$ cat src/rtl/timer_array_apb.sv
// timer_array_apb: NUM_CH prescaled up/down counters with flags and irqs behind an APB-style slave.
// Latency: one wait state per transfer; writes commit on the pready edge, LOAD lands one clock later.
// Backpressure: none beyond the fixed wait state; TIMER_AUTO_RELOAD_EN reloads TCNT from TDR on wrap.
module timer_array_apb #(
    parameter int NUM_CH = 2,
    parameter int CNT_W  = 8
) (
    input  logic              clk,
    input  logic              rst,
    input  logic              psel,
    input  logic              penable,
    input  logic              pwrite,
    input  logic [7:0]        paddr,
    input  logic [CNT_W-1:0]  pwdata,
    output logic [CNT_W-1:0]  prdata,
    output logic              pready,
    output logic              pslverr,
    output logic [NUM_CH-1:0] irq
);
    logic [CNT_W-1:0]  tdr  [NUM_CH];
    logic [CNT_W-1:0]  tcnt [NUM_CH];
    logic [2:0]        cks  [NUM_CH];
    logic [NUM_CH-1:0] en, dir, ovie, udie, ovf, udf, load_pend;
    logic [7:0]        div;

    logic              commit, legal, err;
    logic [3:0]        ch_sel;
    logic [1:0]        reg_sel;
    logic [CNT_W-1:0]  rd_val;
    logic [NUM_CH-1:0] tick, set_ov, set_ud, wr_tdr, wr_tcr, wr_tsr;

    // pready doubles as the "already acknowledged" marker so one access phase commits once
    assign commit  = psel & penable & ~pready;
    assign legal   = {24'd0, paddr} < 32'(4 * NUM_CH);
    assign ch_sel  = paddr[5:2];
    assign reg_sel = paddr[1:0];
    assign err     = ~legal | (pwrite & (reg_sel == 2'd3));

    always_comb begin
        tick   = '0;
        set_ov = '0;
        set_ud = '0;
        wr_tdr = '0;
        wr_tcr = '0;
        wr_tsr = '0;
        for (int c = 0; c < NUM_CH; c++) begin
            tick[c]   = en[c] & (&(div | ~(8'hff >> (3'd7 - cks[c]))));
            set_ov[c] = tick[c] & ~load_pend[c] & ~dir[c] & (tcnt[c] == '1);
            set_ud[c] = tick[c] & ~load_pend[c] &  dir[c] & (tcnt[c] == '0);
            wr_tdr[c] = commit & pwrite & ~err & (ch_sel == 4'(c)) & (reg_sel == 2'd0);
            wr_tcr[c] = commit & pwrite & ~err & (ch_sel == 4'(c)) & (reg_sel == 2'd1);
            wr_tsr[c] = commit & pwrite & ~err & (ch_sel == 4'(c)) & (reg_sel == 2'd2);
        end
    end

    always_comb begin
        rd_val = '0;
        for (int c = 0; c < NUM_CH; c++) begin
            if (ch_sel == 4'(c)) begin
                case (reg_sel)
                    2'd0:    rd_val = tdr[c];
                    2'd1:    rd_val = CNT_W'({udie[c], ovie[c], cks[c], 1'b0, dir[c], en[c]});
                    2'd2:    rd_val = CNT_W'({udf[c], ovf[c]});
                    default: rd_val = tcnt[c];
                endcase
            end
        end
    end

    always_ff @(posedge clk) begin
        if (rst) begin
            div       <= '0;
            pready    <= 1'b0;
            pslverr   <= 1'b0;
            prdata    <= '0;
            en        <= '0;
            dir       <= '0;
            ovie      <= '0;
            udie      <= '0;
            ovf       <= '0;
            udf       <= '0;
            load_pend <= '0;
            for (int c = 0; c < NUM_CH; c++) begin
                tdr[c]  <= '0;
                tcnt[c] <= '0;
                cks[c]  <= '0;
            end
        end else begin
            div     <= div + 8'd1;
            pready  <= commit;
            pslverr <= commit & err;
            prdata  <= (commit & ~err & ~pwrite) ? rd_val : '0;
            for (int c = 0; c < NUM_CH; c++) begin
                load_pend[c] <= wr_tcr[c] & pwdata[2];
                if (wr_tdr[c]) begin
                    tdr[c] <= pwdata;
                end
                if (wr_tcr[c]) begin
                    en[c]   <= pwdata[0];
                    dir[c]  <= pwdata[1];
                    cks[c]  <= pwdata[5:3];
                    ovie[c] <= pwdata[6];
                    udie[c] <= pwdata[7];
                end
                // a freshly raised flag beats a W1C landing on the same edge
                ovf[c] <= set_ov[c] | (ovf[c] & ~(wr_tsr[c] & pwdata[0]));
                udf[c] <= set_ud[c] | (udf[c] & ~(wr_tsr[c] & pwdata[1]));
                if (load_pend[c]) begin
                    tcnt[c] <= tdr[c];
`ifdef TIMER_AUTO_RELOAD_EN
                end else if (set_ov[c] | set_ud[c]) begin
                    tcnt[c] <= tdr[c];
`endif
                end else if (tick[c]) begin
                    tcnt[c] <= dir[c] ? tcnt[c] - 1'b1 : tcnt[c] + 1'b1;
                end
            end
        end
    end

    assign irq = (ovf & ovie) | (udf & udie);

endmodule

$ cat config.mk
export PLATFORM = sky130hd
export DESIGN_NAME = timer_array_apb
export DESIGN_NICKNAME = d
export VERILOG_FILES = /design/src/rtl/timer_array_apb.sv
export SDC_FILE = /design/constraint.sdc
export NUM_CORES = 1
export LEC_CHECK = 0
export CAP_MARGIN = 15
export CORE_UTILIZATION = 40
export CTS_CLUSTER_SIZE = 16
export DETAILED_ROUTE_END_ITERATION = 6
export HOLD_SLACK_MARGIN = 0.02
export SYNTH_ARGS = -nofsm -noshare
export SYNTH_HDL_FRONTEND = slang
export SYNTH_SLANG_ARGS = --single-unit
$ cat constraint.sdc
create_clock -name clk -period 3.05 [get_ports clk]
set_input_delay 0.7625 -clock clk [delete_from_list [all_inputs] [get_ports clk]]
set_output_delay 0.7625 -clock clk [all_outputs]
set_load 0.1 [all_outputs]
==> run_results.csv <==
group,metric,value,unit
logic_synthesis,synth_fp_nets,433,
clocking,cts-buffers-inserted,9,
setup_path,worstSetupEndpointType,"flip-flop",
timing,setup-tns-final,0,ns
logic_synthesis,synthesis.yosys.warnings,0,
clocking,cts.root.buffer_cell,"clkbuf_8",
routing,route.detailed.drc,0,
logic_synthesis,synth_common_cells,"41 x nor2_1, 38 x edfxtp_1, 32 x dfxtp_1",
timing,tightest_slew,0.6478,ns
logic_synthesis,asyncSetResetFlopFracSynth,0,
logic_synthesis,synth_seq_area_share,0.4454,
logic_synthesis,yosys.cell_types.count,58,
layout,n_antenna_cell,0,
clocking,cts.sink_count,70,
setup_path,worstPathCellList,"inv_1 > fa_1 > nor2b_1 > o31a_1 > mux2i_1 > a21boi_0 > o21ba_2",
routing,drt_wl_total,9992,um
setup_path,critPathKind,"flip-flop to flip-flop",
placed_design,hpwl,7445,um
timing,final.setup_skew,0.009667,ns
layout,nNetsFinal,470,
die,die_area,0.01040,mm2
global_routing,vias_in_the_first_global_route,2961,
layout,syn_to_final_growth,16.17,%
die,initial_utilization,0.4111,
global_routing,grt_antenna_before_repair,0,
timing,maxSlewViolCount,0,
layout,nFillCells,962,
routing,vias_per_cell,5.552,
pwr,cellLeakagePower,1.632,nW
setup_path,critPathMaxFanout,11,
setup_path,timing.critical_path.from_type,"flip-flop",
hold_path,worst_hold_path_type,"flip-flop to flip-flop",
global_routing,global_route_wire_length_before_repair,15770,um
clocking,cts-resized-gates,0,
timing,finalHoldViolCount,0,
logic_synthesis,synth_top_cell_area_share,0.2853,
setup_path,critPathSlowestCell,"dfxtp_1",
routing,wl_met3,562,um
timing,slew_headroom,0.5681,
global_routing,grt_start_max_net_pins,38,
timing,timing.fmax,0.4164,GHz
placed_design,placed_cells,556,
layout,multiInputGateArea,0.002093,mm2
clocking,clk_transition_reported_paths,0.08,ns
die,horizontal_extent_of_the_die,102,um
timing,post-route-min-period,2.402,ns
timing,post-route-period-util,0.7875,
placed_design,placement.io_buffers,32,
die,pin_count,33,
global_routing,grt.overflow.total,0,
routing,drc_violation_total_after_the_first_tritonroute_iteration,222,
timing,timing.final.setup_violations,0,
routing,dr.pass1.iters,5,
logic_synthesis,most_common_cell_in_the_netlist,"nor2_1",
layout,drive_above_1_share,0.1344,
layout,stdcell_count,572,
layout,area.sequential,0.001782,mm2
logic_synthesis,ys_seq_elements,70,
routing,vias,3176,
die,die_height,102,um
pwr,power_per_cell_area,415.8,mW/mm2
status,outcome,"completed",
logic_synthesis,synth_enable_flop_cells,38,
clocking,cts-htree-levels,3,
routing,maxUsedRoutingLayer,"met4",
clocking,cts.repair_timing.setup_buffer_count,0,
die,placement_rows,36,
global_routing,groute.usage.overall,0.2052,
logic_synthesis,dominantRegCellSynth,"edfxtp_1",
pwr,finalPower,1.932,mW
clocking,tritoncts,"built",
clocking,cts-hold-fix-buffers,0,
routing,wirelength_met1,4762,um
setup_path,cpPeakStageDelay,0.65,ns
job,cap_viol_max_count,0,
placed_design,gpl.final_weighted_congestion,0.8279,
logic_synthesis,synth_largest_area_cell,"edfxtp_1",
routing,detail-route-antenna-nets,0,
pwr,vdd.ir_drop.worst,222.1,uV
routing,dr_wl_met2,4614,um
setup_path,arrival,2.50,ns
timing,grt_setup_unrepaired,"false",
die,core-area,0.009729,mm2
logic_synthesis,synthTopCellsByArea,"edfxtp_1 29%, dfxtp_1 16%, mux2i_1 5.8%",
logic_synthesis,synthesis.area,0.004000,mm2
logic_synthesis,synthesis.instances,397,
routing,wl_per_instance,17.47,um
logic_synthesis,synth.avg_cell_area,10.08,um2
layout,finish.utilization,0.4776,
setup_path,critical_path_required,3.15,ns
clocking,clock_path_buffers,2,
clocking,worst_skew_pair.late_latency,0.35,ns
[layout make-up]
cell class | instances | area share
well taps | 133 | 0.03581
multi-input cells | 297 | 0.4505
clock buffers | 11 | 0.03285
inverters | 14 | 0.01131
clock inverters | 5 | 0.008616
repair buffers | 42 | 0.07754
flip-flops and latches | 70 | 0.3834
[registers in the layout, summed over array words and instances, names as in the netlist]
| register | count |
|---|---|
| cks | 6 |
| dir | 2 |
| div | 8 |
| en | 2 |
| load_pend | 2 |
| ovf | 2 |
| ovie | 2 |
| prdata | 8 |
| pready | 1 |
| pslverr | 1 |
| tcnt | 16 |
| tdr | 16 |
| udf | 2 |
| udie | 2 |
[logic make-up (layout without fill, tap and decap cells)]
kind of cell | count (synthesis) | in the layout | share of synthesized area
compound gates | 86 | 86 | 0.1548
fa+ha+maj | 15 | 15 | 0.05067
mux | 30 | 30 | 0.08852
buf+inv | 30 | 72 | 0.03128
xor+xnor | 14 | 14 | 0.03065
flops | 70 | 70 | 0.4454
simple gates | 152 | 152 | 0.1986
[report_power, final]
group / leakage [nW] / internal, mW / switching (mW)
registers: 0.646 / 1.01 / 0.0292
clock network: 0.0956 / 0.351 / 0.374
logic: 0.890 / 0.0735 / 0.0906
[routing by layer]
layer	up-vias	track usage
met5	-	0
li1	1542	-
met4	0	0.05604
met1	1529	0.2875
met2	101	0.3258
met3	4	0.03830
[worst max-delay path: cells and delay by family (launching register included)]
family / cells / cell delay [ns]
flip-flops: 1 / 0.65
adder cells (fa/ha/maj): 1 / 0.50
AND/OR/NAND/NOR: 1 / 0.17
buffers and inverters: 1 / 0.16
AO/OA/AOI/OAI: 3 / 0.49
multiplexers: 1 / 0.18
[cell usage in the layout (no fill, tap or decap), drive strengths merged, types with 13 or more instances in the layout]
cell           synthesis  final
ha                    13     13
buf                    5     23
nor2                  41     41
nand2                 25     25
mux2i                 23     23
o21ai                 22     22
clkdlybuf4s50          0     19
and2                  14     14
inv                   14     16
nor3                  15     15
dfxtp                 32     32
a21oi                 14     14
edfxtp                38     38
[metrics by stage]
stage          hold WS (ns)  cell area (um2)  setup WS, ns
2_1_floorplan        0.4411             4000        0.5580
5_1_grt              0.5036             4647        0.5042
6_report             0.4803             4647        0.6482
4_1_cts              0.4862             4647        0.6539
3_5_place_dp         0.4601             4454        0.3222
3_3_place_gp         0.4730             4454        0.3226
[final timing paths]
kind	from	to	slack, ns	cells after the start
min	pready	pready	0.48	1
max	dir[0]	tcnt[0][6]	0.65	7
max reg2reg	dir[0]	tcnt[0][6]	0.65	7
min reg2reg	pready	pready	0.48	1
(Power assumes the default switching activity.)
